### config.mk
export PLATFORM = sky130hd
export DESIGN_NAME = fabric_config_loader
export DESIGN_NICKNAME = d
export VERILOG_FILES = /design/src/rtl/fabric_cfg_pkg.sv /design/src/rtl/cfg_shadow_bank.sv /design/src/rtl/fabric_config_loader.sv
export SDC_FILE = /design/constraint.sdc
export NUM_CORES = 2
export LEC_CHECK = 0
export CAP_MARGIN = 20
export CORE_UTILIZATION = 40
export DETAILED_ROUTE_END_ITERATION = 10
export HOLD_SLACK_MARGIN = 0.1
export PLACE_DENSITY = 0.71
export SLEW_MARGIN = 20
export SYNTH_ARGS = -nofsm -noshare
export SYNTH_HDL_FRONTEND = slang
export SYNTH_HIERARCHICAL = 1
export SYNTH_SLANG_ARGS = --single-unit
### constraint.sdc
create_clock -name clock -period 2.9 [get_ports clock]
set_input_delay 0.58 -clock clock [delete_from_list [all_inputs] [get_ports clock]]
set_output_delay 0.58 -clock clock [all_outputs]
set_load 0.01 [all_outputs]
### src/rtl/fabric_cfg_pkg.sv
// Shared types, default sizing and checksum helper for the fabric configuration loader.
package fabric_cfg_pkg;

    typedef enum logic [2:0] {
        IDLE,
        LD_LUT,
        LD_SB,
        LD_FF,
        LD_CSUM,
        DONE,
        ERROR
    } state_t;

    localparam int unsigned DEF_NUM_LUT = 8;
    localparam int unsigned DEF_LUT_K   = 5;
    localparam int unsigned DEF_NUM_SB  = 7;
    localparam int unsigned DEF_SB_W    = 32;
    localparam int unsigned DEF_WORD_W  = 32;

    localparam int unsigned LUT_BITS    = 2 ** DEF_LUT_K;
    localparam int unsigned LUT_SLICE   = LUT_BITS + 1;
    localparam int unsigned TOTAL_WORDS = DEF_NUM_LUT + DEF_NUM_SB + 2;

    // Widest stream word the checksum helper handles; narrower words are zero-extended.
    localparam int unsigned CSUM_MAX_W  = 64;

    function automatic logic [CSUM_MAX_W-1:0] csum_fold(
        input logic [CSUM_MAX_W-1:0] acc,
        input logic [CSUM_MAX_W-1:0] word
    );
        return acc ^ word;
    endfunction

    function automatic int unsigned imax(input int unsigned a, input int unsigned b);
        return (a > b) ? a : b;
    endfunction

endpackage

### src/rtl/cfg_shadow_bank.sv
// Shadow register array with masked per-entry writes and an atomic copy to the live register.
module cfg_shadow_bank
    import fabric_cfg_pkg::*;
#(
    parameter int unsigned N = 8,
    parameter int unsigned W = 33
) (
    input  logic           clock,
    input  logic           reset_n,
    input  logic           clear,
    input  logic           commit,
    input  logic [N-1:0]   wr_en,
    input  logic [W-1:0]   wr_mask,
    input  logic [N*W-1:0] wr_data,
    output logic [N*W-1:0] live
);

    logic [N*W-1:0] shadow;
    logic [N*W-1:0] shadow_n;
    logic [N*W-1:0] bit_mask;

    // Expand the per-entry enable and per-bit mask, then merge new data into the shadow.
    always_comb begin
        bit_mask = '0;
        for (int unsigned i = 0; i < N; i++) begin
            bit_mask[i*W +: W] = wr_en[i] ? wr_mask : '0;
        end
        if (clear) begin
            shadow_n = '0;
        end else begin
            shadow_n = (shadow & ~bit_mask) | (wr_data & bit_mask);
        end
    end

    // Shadow and live storage; live only moves on commit so no partial state is visible.
    always_ff @(posedge clock or negedge reset_n) begin
        if (!reset_n) begin
            shadow <= '0;
            live   <= '0;
        end else begin
            shadow <= shadow_n;
            if (commit) begin
                live <= shadow;
            end
        end
    end

endmodule

### src/rtl/fabric_config_loader.sv
// Streaming configuration loader: assembles LUT/switch-box shadows and commits on a good checksum.
module fabric_config_loader
    import fabric_cfg_pkg::*;
#(
    parameter int unsigned NUM_LUT = DEF_NUM_LUT,
    parameter int unsigned LUT_K   = DEF_LUT_K,
    parameter int unsigned NUM_SB  = DEF_NUM_SB,
    parameter int unsigned SB_W    = DEF_SB_W,
    parameter int unsigned WORD_W  = DEF_WORD_W
) (
    input  logic                               clock,
    input  logic                               reset_n,
    input  logic                               cfg_start,
    input  logic                               cfg_abort,
    input  logic                               cfg_valid,
    input  logic [WORD_W-1:0]                  cfg_data,
    output logic                               cfg_ready,
    output logic [NUM_LUT*(2**LUT_K+1)-1:0]    lut_cfg,
    output logic [NUM_SB*SB_W-1:0]             sb_cfg,
    output logic                               cfg_busy,
    output logic                               cfg_done,
    output logic                               cfg_error
);

    localparam int unsigned L_BITS  = 2 ** LUT_K;
    localparam int unsigned L_SLICE = L_BITS + 1;
    localparam int unsigned CNT_W   = $clog2(imax(NUM_LUT, NUM_SB) + 1);

    localparam logic [L_SLICE-1:0] TT_MASK = {1'b0, {L_BITS{1'b1}}};
    localparam logic [L_SLICE-1:0] FF_MASK = {1'b1, {L_BITS{1'b0}}};

    state_t              state, state_n;
    logic [CNT_W-1:0]    cnt, cnt_n;
    logic [WORD_W-1:0]   acc, acc_n;
    logic                ready_n, busy_n, done_n, error_n;
    logic                accept;
    logic                last_lut, last_sb;
    logic [CSUM_MAX_W-1:0] fold;

    logic [NUM_LUT-1:0]         lut_wr_en;
    logic [L_SLICE-1:0]         lut_mask;
    logic [NUM_LUT*L_SLICE-1:0] lut_data;
    logic [NUM_SB-1:0]          sb_wr_en;
    logic [NUM_SB*SB_W-1:0]     sb_data;
    logic                       shadow_clear;
    logic                       commit;

    assign accept   = cfg_valid && cfg_ready && !cfg_abort;
    assign last_lut = (cnt == CNT_W'(NUM_LUT - 1));
    assign last_sb  = (cnt == CNT_W'(NUM_SB - 1));
    assign fold     = csum_fold(CSUM_MAX_W'(acc), CSUM_MAX_W'(cfg_data));

    // Place the incoming word into every slice; the write enables pick which entries take it.
    always_comb begin
        lut_data = '0;
        for (int unsigned i = 0; i < NUM_LUT; i++) begin
            lut_data[i*L_SLICE +: L_SLICE] = {cfg_data[WORD_W-1-i], cfg_data[L_BITS-1:0]};
        end
        sb_data = '0;
        for (int unsigned j = 0; j < NUM_SB; j++) begin
            sb_data[j*SB_W +: SB_W] = cfg_data[SB_W-1:0];
        end
    end

    // Next-state, counter, checksum and shadow write control.
    always_comb begin
        state_n      = state;
        cnt_n        = cnt;
        acc_n        = acc;
        busy_n       = cfg_busy;
        done_n       = cfg_done;
        error_n      = cfg_error;
        lut_wr_en    = '0;
        lut_mask     = '0;
        sb_wr_en     = '0;
        shadow_clear = 1'b0;
        commit       = 1'b0;

        case (state)
            IDLE, DONE, ERROR: begin
                if (cfg_start && cfg_abort) begin
                    state_n = IDLE;
                    done_n  = 1'b0;
                    error_n = 1'b0;
                end else if (cfg_start) begin
                    state_n      = LD_LUT;
                    cnt_n        = '0;
                    acc_n        = '0;
                    busy_n       = 1'b1;
                    done_n       = 1'b0;
                    error_n      = 1'b0;
                    shadow_clear = 1'b1;
                end
            end
            LD_LUT, LD_SB, LD_FF, LD_CSUM: begin
                if (cfg_abort) begin
                    state_n      = IDLE;
                    cnt_n        = '0;
                    acc_n        = '0;
                    busy_n       = 1'b0;
                    done_n       = 1'b0;
                    error_n      = 1'b0;
                    shadow_clear = 1'b1;
                end else if (accept) begin
                    case (state)
                        LD_LUT: begin
                            lut_wr_en = NUM_LUT'(1) << cnt;
                            lut_mask  = TT_MASK;
                            acc_n     = fold[WORD_W-1:0];
                            if (last_lut) begin
                                state_n = LD_SB;
                                cnt_n   = '0;
                            end else begin
                                cnt_n = cnt + 1'b1;
                            end
                        end
                        LD_SB: begin
                            sb_wr_en = NUM_SB'(1) << cnt;
                            acc_n    = fold[WORD_W-1:0];
                            if (last_sb) begin
                                state_n = LD_FF;
                                cnt_n   = '0;
                            end else begin
                                cnt_n = cnt + 1'b1;
                            end
                        end
                        LD_FF: begin
                            lut_wr_en = '1;
                            lut_mask  = FF_MASK;
                            acc_n     = fold[WORD_W-1:0];
                            state_n   = LD_CSUM;
                            cnt_n     = '0;
                        end
                        default: begin
                            busy_n = 1'b0;
                            if (cfg_data == acc) begin
                                commit  = 1'b1;
                                state_n = DONE;
                                done_n  = 1'b1;
                            end else begin
                                state_n = ERROR;
                                error_n = 1'b1;
                            end
                        end
                    endcase
                end
            end
            default: begin
                state_n = IDLE;
            end
        endcase

        ready_n = (state_n == LD_LUT) || (state_n == LD_SB) ||
                  (state_n == LD_FF)  || (state_n == LD_CSUM);
    end

    // State and status registers; cfg_ready is registered from the next state alone.
    always_ff @(posedge clock or negedge reset_n) begin
        if (!reset_n) begin
            state     <= IDLE;
            cnt       <= '0;
            acc       <= '0;
            cfg_ready <= 1'b0;
            cfg_busy  <= 1'b0;
            cfg_done  <= 1'b0;
            cfg_error <= 1'b0;
        end else begin
            state     <= state_n;
            cnt       <= cnt_n;
            acc       <= acc_n;
            cfg_ready <= ready_n;
            cfg_busy  <= busy_n;
            cfg_done  <= done_n;
            cfg_error <= error_n;
        end
    end

    cfg_shadow_bank #(
        .N (NUM_LUT),
        .W (L_SLICE)
    ) u_lut_bank (
        .clock   (clock),
        .reset_n (reset_n),
        .clear   (shadow_clear),
        .commit  (commit),
        .wr_en   (lut_wr_en),
        .wr_mask (lut_mask),
        .wr_data (lut_data),
        .live    (lut_cfg)
    );

    cfg_shadow_bank #(
        .N (NUM_SB),
        .W (SB_W)
    ) u_sb_bank (
        .clock   (clock),
        .reset_n (reset_n),
        .clear   (shadow_clear),
        .commit  (commit),
        .wr_en   (sb_wr_en),
        .wr_mask ('1),
        .wr_data (sb_data),
        .live    (sb_cfg)
    );

endmodule

Word level (Yosys, flattened, before mapping)
Cells that the tools add are included.
Storage, ports and cells
  register bits after elaboration: 1019
  input bits: 37
  output and inout bits: 492
  logic and storage cells: 141
Operators by class
  add/sub/neg operators: 1
  equality and inequality tests: 22
  shift-type cells: 2
  mux-type cells: 79
  bitwise operators: 9
  reductions and logical operators: 17
Operator list (number)
  AND 264 bit: 2
  AND 224 bit: 2
  2-to-1 mux 32 bit: 12
  2-to-1 mux 33 bit: 11
  2-to-1 mux 264 bit: 1
  inverter 264 bit: 1
  OR 264 bit: 1
  2-to-1 mux 224 bit: 1
  inverter 224 bit: 1
  OR 224 bit: 1
  case mux 33 bit (2 select lines): 1
  case mux 32 bit (2 select lines): 1
  equality test 32 bit: 1
  XOR 32 bit: 1
  2-to-1 mux 7 bit: 4
  AND reduction 5 bit: 5
  2-to-1 mux 4 bit: 6
  2-to-1 mux 8 bit: 3
  2-to-1 mux 1 bit: 23
  2-to-1 mux 3 bit: 6
  inequality test 3 bit (second input constant): 6
  case mux 8 bit (2 select lines): 1
  equality test 3 x 2 -> 1 bit (second input constant): 4
  equality test 3 bit (second input constant): 4
  other kinds (20): 31

Depth between registers and ports, before layout
  word-level depth: 10
  depth in mapped cells: 11
  gate-level depth less buffers: 9

By module
The synthesis kept the hierarchy.
Modules (own cells, without submodules)
  cfg_shadow_bank at u_lut_bank: instances 1, cells an instance 1764, area an instance 22669.2 um^2, seq. area each 13212.7 um^2
  cfg_shadow_bank at u_sb_bank: instances 1, cells an instance 1475, area an instance 19542.5 um^2, seq. area each 11210.8 um^2
  fabric_config_loader: instances 1, cells an instance 363, area an instance 2852.7 um^2, seq. area each 1076.0 um^2

Worst setup path after synthesis
Ideal clock, no wire load.
  path type: in2reg
  start: in cfg_data[7]
  end: reg u_sb_bank.live[100]
  library setup time: 0.125 ns
  arrival time: 2.382 ns
  data required time: 2.775 ns
  setup slack: 0.393 ns
  stages: 9
  path buffers: 3
  cell sequence: xnor2_1 nand4_1 nor4_1 nand2_1 nor2_1 buf_6 buf_6 buf_6 mux2_4
Between the ends
  word-level cells in the longest chain between the ends: 6
RTL lines
  start, declared: RTL line fabric_config_loader.sv:16  | input logic [WORD_W-1:0] cfg_data,
  equality test 32 bit: RTL line fabric_config_loader.sv:136  | if (cfg_data == acc) begin
  2-to-1 mux 1 bit: RTL line fabric_config_loader.sv:136
  2-to-1 mux 1 bit: RTL line fabric_config_loader.sv:105  | case (state)
  2-to-1 mux 1 bit: RTL line fabric_config_loader.sv:104  | end else if (accept) begin
  2-to-1 mux 1 bit: RTL line fabric_config_loader.sv:96  | if (cfg_abort) begin
  2-to-1 mux 1 bit: RTL line fabric_config_loader.sv:79  | case (state)
  named net commit: RTL line fabric_config_loader.sv:46  | logic commit;
  end signal, assigned: RTL line cfg_shadow_bank.sv:43  | live <= shadow;
  end, declared: RTL line cfg_shadow_bank.sv:15  | output logic [N*W-1:0] live
The timed path passes the listed nets, and every way through them passes these cells.
A chain may end at the register's enable or synchronous reset.

Final worst setup path
  start: in cfg_data[12]
  end: reg u_sb_bank.live[46]
The elaborated chain is that of the path after synthesis.

==> results.sh <==
export IMPL_place_detailed_hpwl_mm=92.5
export IMPL_yosysSeqAreaShare=0.566
export IMPL_num_rows=122
export IMPL_setup_viol=0
export IMPL_ant_nets=0
export IMPL_hold_viol_final=0
export IMPL_synth_cell_types=50
export IMPL_ir_drop_mv=0.508
export IMPL_period_minus_slack_ns=2.88
export IMPL_grt_pass1_wl_mm=200
export IMPL_syn_inst=3602
export IMPL_path_clk_slew_ns=0.06
export IMPL_power_density_nw_per_um2=515
export IMPL_area_growth_pct=25.6
export IMPL_async_flop_share=1.00
export IMPL_timing_final_ws_setup_ns=0.0156
export IMPL_portBuffers=528
export IMPL_grt_pass1_vias=30733
export IMPL_drt_vias_per_instance=5.32
export IMPL_yosys_warnings=6
export IMPL_multi_input_area_sq_um=18300
export IMPL_io_pins=529
export IMPL_die_area_sq_um=114000
export IMPL_ff_latch_area_sq_um=25500
export IMPL_path_max_fanout=38
export IMPL_routabilityCongestion=0.818
export IMPL_cp_common_cell="buf_12"
export IMPL_netlist_area_sq_um=45100
export IMPL_overflow=0
export IMPL_synthFlopType="dfrtp_1"
export IMPL_antenna_found_initial=16
export IMPL_wire_per_inst_microns=23.3
export IMPL_num_vias=30928
export IMPL_synth_edf_count=0
export IMPL_cts_sinks=1019
export IMPL_finClkSkew_ns=0.0364
export IMPL_fmax_mhz=347
export IMPL_status="complete, no violations"
export IMPL_final_max_slew_viol_count=0
export IMPL_slew_limit_headroom=0.609
export IMPL_arrival_ns=3.43
export IMPL_max_cap_violations=0
export IMPL_avgSynthCellArea_sq_um=12.5
export IMPL_hold_path_class="in -> async"
export IMPL_setup_worst_path_end_class="flop"
export IMPL_drive_gt1_frac=0.309
export IMPL_critPathMaxStageDelay_ns=0.51
export IMPL_path_class="in -> reg"
export IMPL_cts_root_buf="clkbuf_16"
export IMPL_tritoncts="yes"
export IMPL_pre_cts_ws_ns=-0.796
export IMPL_htreeDepth=3
export IMPL_required_ns=3.45
export IMPL_grt_start_max_net_pins=107
export IMPL_fin_util=0.509
export IMPL_dieWidth_microns=338
export IMPL_drt_pass1_iterations=6
export IMPL_core_sq_um=111000
export IMPL_track_usage=0.233
export IMPL_worst_pin_slew_ns=0.587
export IMPL_drc=0
export IMPL_cts_buffers_inserted=104
export IMPL_ys_ff_latch=1019
export IMPL_clk_latency_ns=0.69
export IMPL_fillCellCount=9740
export IMPL_die_h_microns=338
export IMPL_crit_path_start_kind="primary input"
export IMPL_initial_core_util=0.406
export IMPL_cts_path_max_buffers=3
export IMPL_nets=4279
export IMPL_drt_iter0_markers=2558
export IMPL_finalWirelength_mm=136
export IMPL_path_cells="clkdlybuf4s50_1 > xnor2_1 > nand4_1 > nor4_1 > buf_4 > nand2_1 > nor2_4 > buf_12 > buf_12 > mux2_2"
export IMPL_power_leakage_nw=25.6
export IMPL_cp_slowest_cell="clkdlybuf4s50_1"
export IMPL_finalCritPeriodShare=0.995
-- timing repair --
| action | 4_1_cts | 5_1_grt |
|---|---|---|
| setup endpoints to repair | 367 | 319 |
| hold buffers | 1 | 0 |
| endpoints found under the hold margin | 21 | 0 |
| setup buffers | 0 | 0 |
| resized for setup | 6 | 6 |
| pin swaps | 0 | 3 |
-- per-layer routing --
metal  part of all wire  vias to the layer above  global-route usage
li1                   -                    13961                   -
met1               0.41                    15730               0.299
met2               0.50                      974               0.386
met3              0.051                      259              0.0375
met4              0.044                        4               0.111
met5            0.00015                        -                   0
-- cells in the mapped netlist, drive strengths merged (2+ instances only) --
library cell	number	area, sq um
ha	6	75.1
and2	2	12.5
mux2i	2	20.0
clkbuf	139	767
nor3	2	10.0
a21oi	497	2490
o21ai	81	405
nand2	55	206
dfrtp	1019	25500
nand3	491	2460
nor2b	2	12.5
a32oi	2	17.5
nor4b	2	17.5
buf	190	1250
a221oi	2	17.5
nor4	3	18.8
nor2	52	198
xnor2	34	298
nand2b	8	65.1
and3	3	18.8
a21bo	488	4880
a31oi	3	18.8
mux2	488	6100
o31ai	2	20.0
nand4	10	62.6
inv	7	26.3
-- placed cells by master (no fill, tap or decap), types with 5 or more instances in the layout --
master           netlist  layout
dfrtp_1             1019    1019
clkdlybuf4s50_1        0     525
a21oi_1              497     497
nand3_1              491     491
a21bo_2              481     481
mux2_2               328     328
conb_1                 1     160
mux2_4               160     160
clkbuf_16              0     105
buf_4                 35     100
buf_12                 0      68
o21ai_0               72      66
nand2_1               55      52
nor2_1                51      45
clkbuf_1             104      27
xnor2_1               34      26
clkinv_2               0      21
clkbuf_8              23      14
diode_2                0      10
nand4_1               10      10
bufinv_16              0       9
o21ai_1                9       8
xnor2_2                0       7
a21bo_1                7       7
nand2b_1               6       6
o21ai_4                0       6
ha_1                   6       6
inv_1                  6       5
nor2_4                 0       5
-- cell type report --
type                    count  share of cell area
multi-input cells        2406               0.324
clock inverters            41             0.00902
well taps                1488              0.0329
flip-flops and latches   1019               0.450
repair buffers            698               0.131
inverters                   7            0.000597
clock buffers             146              0.0516
diodes                     10            0.000442
-- power by group --
part           internal [mW]  switching [mW]
Sequential              14.2          0.0315
Clock                   7.84            5.74
Combinational          0.298           0.997
-- worst paths after layout --
kind                                                   from                                to  slack, ns  cells past startpoint
min reg2reg                u_lut_bank/shadow[132]$_DFF_PN0_  u_lut_bank/live[132]$_DFFE_PN0P_       0.48                      1
min                                                 reset_n  u_lut_bank/live[243]$_DFFE_PN0P_       0.46                      2
max reg2reg                             acc[12]$_DFFE_PN0P_    u_sb_bank/live[46]$_DFFE_PN0P_       0.05                      9
max                                            cfg_data[12]    u_sb_bank/live[46]$_DFFE_PN0P_       0.02                     10
max in group asynchronous                           reset_n   u_lut_bank/live[88]$_DFFE_PN0P_       1.45                      3
min in group clock         u_lut_bank/shadow[132]$_DFF_PN0_  u_lut_bank/live[132]$_DFFE_PN0P_       0.48                      1
-- worst max-delay path: cells and delay by family --
family        cells  cell delay (ns)
simple gates      4             0.90
buf+inv           4             1.19
xor+xnor          1             0.35
mux               1             0.37
-- flip-flops by register name (all words and copies together) (netlist names) --
| register | count |
|---|---|
| acc | 32 |
| cfg_busy | 1 |
| cfg_done | 1 |
| cfg_error | 1 |
| cfg_ready | 1 |
| cnt | 4 |
| state | 3 |
| u_lut_bank/live | 264 |
| u_lut_bank/shadow | 264 |
| u_sb_bank/live | 224 |
| u_sb_bank/shadow | 224 |
-- stage by stage --
| step | instances | TNS (ns) | instance area, sq um | hold slack [ns] | power [mW] |
|---|---|---|---|---|---|
| floorplan | 3761 | 0 | 45700 | 0.284 | 14.9 |
| global route | 5815 | -0.000969 | 56600 | 0.466 | 30.1 |
| finish | 5815 | 0 | 56600 | 0.463 | 29.2 |
| detailed placement | 5617 | -347.18 | 53100 | 0.480 | 15.8 |
| global placement | 5617 | -416.58 | 53100 | 0.471 | 15.8 |
| CTS | 5805 | 0 | 56500 | 0.433 | 29.4 |
-- kinds of logic after synthesis --
family	Yosys count	synth area share
XOR/XNOR	35	0.00680
other	1	0.0000832
flip-flops	1019	0.566
AO/OA/AOI/OAI	1081	0.176
buffers and inverters	336	0.0453
multiplexers	490	0.136
AND/OR/NAND/NOR	634	0.0691
adder cells (fa/ha/maj)	6	0.00167
(Power assumes the default switching activity.)
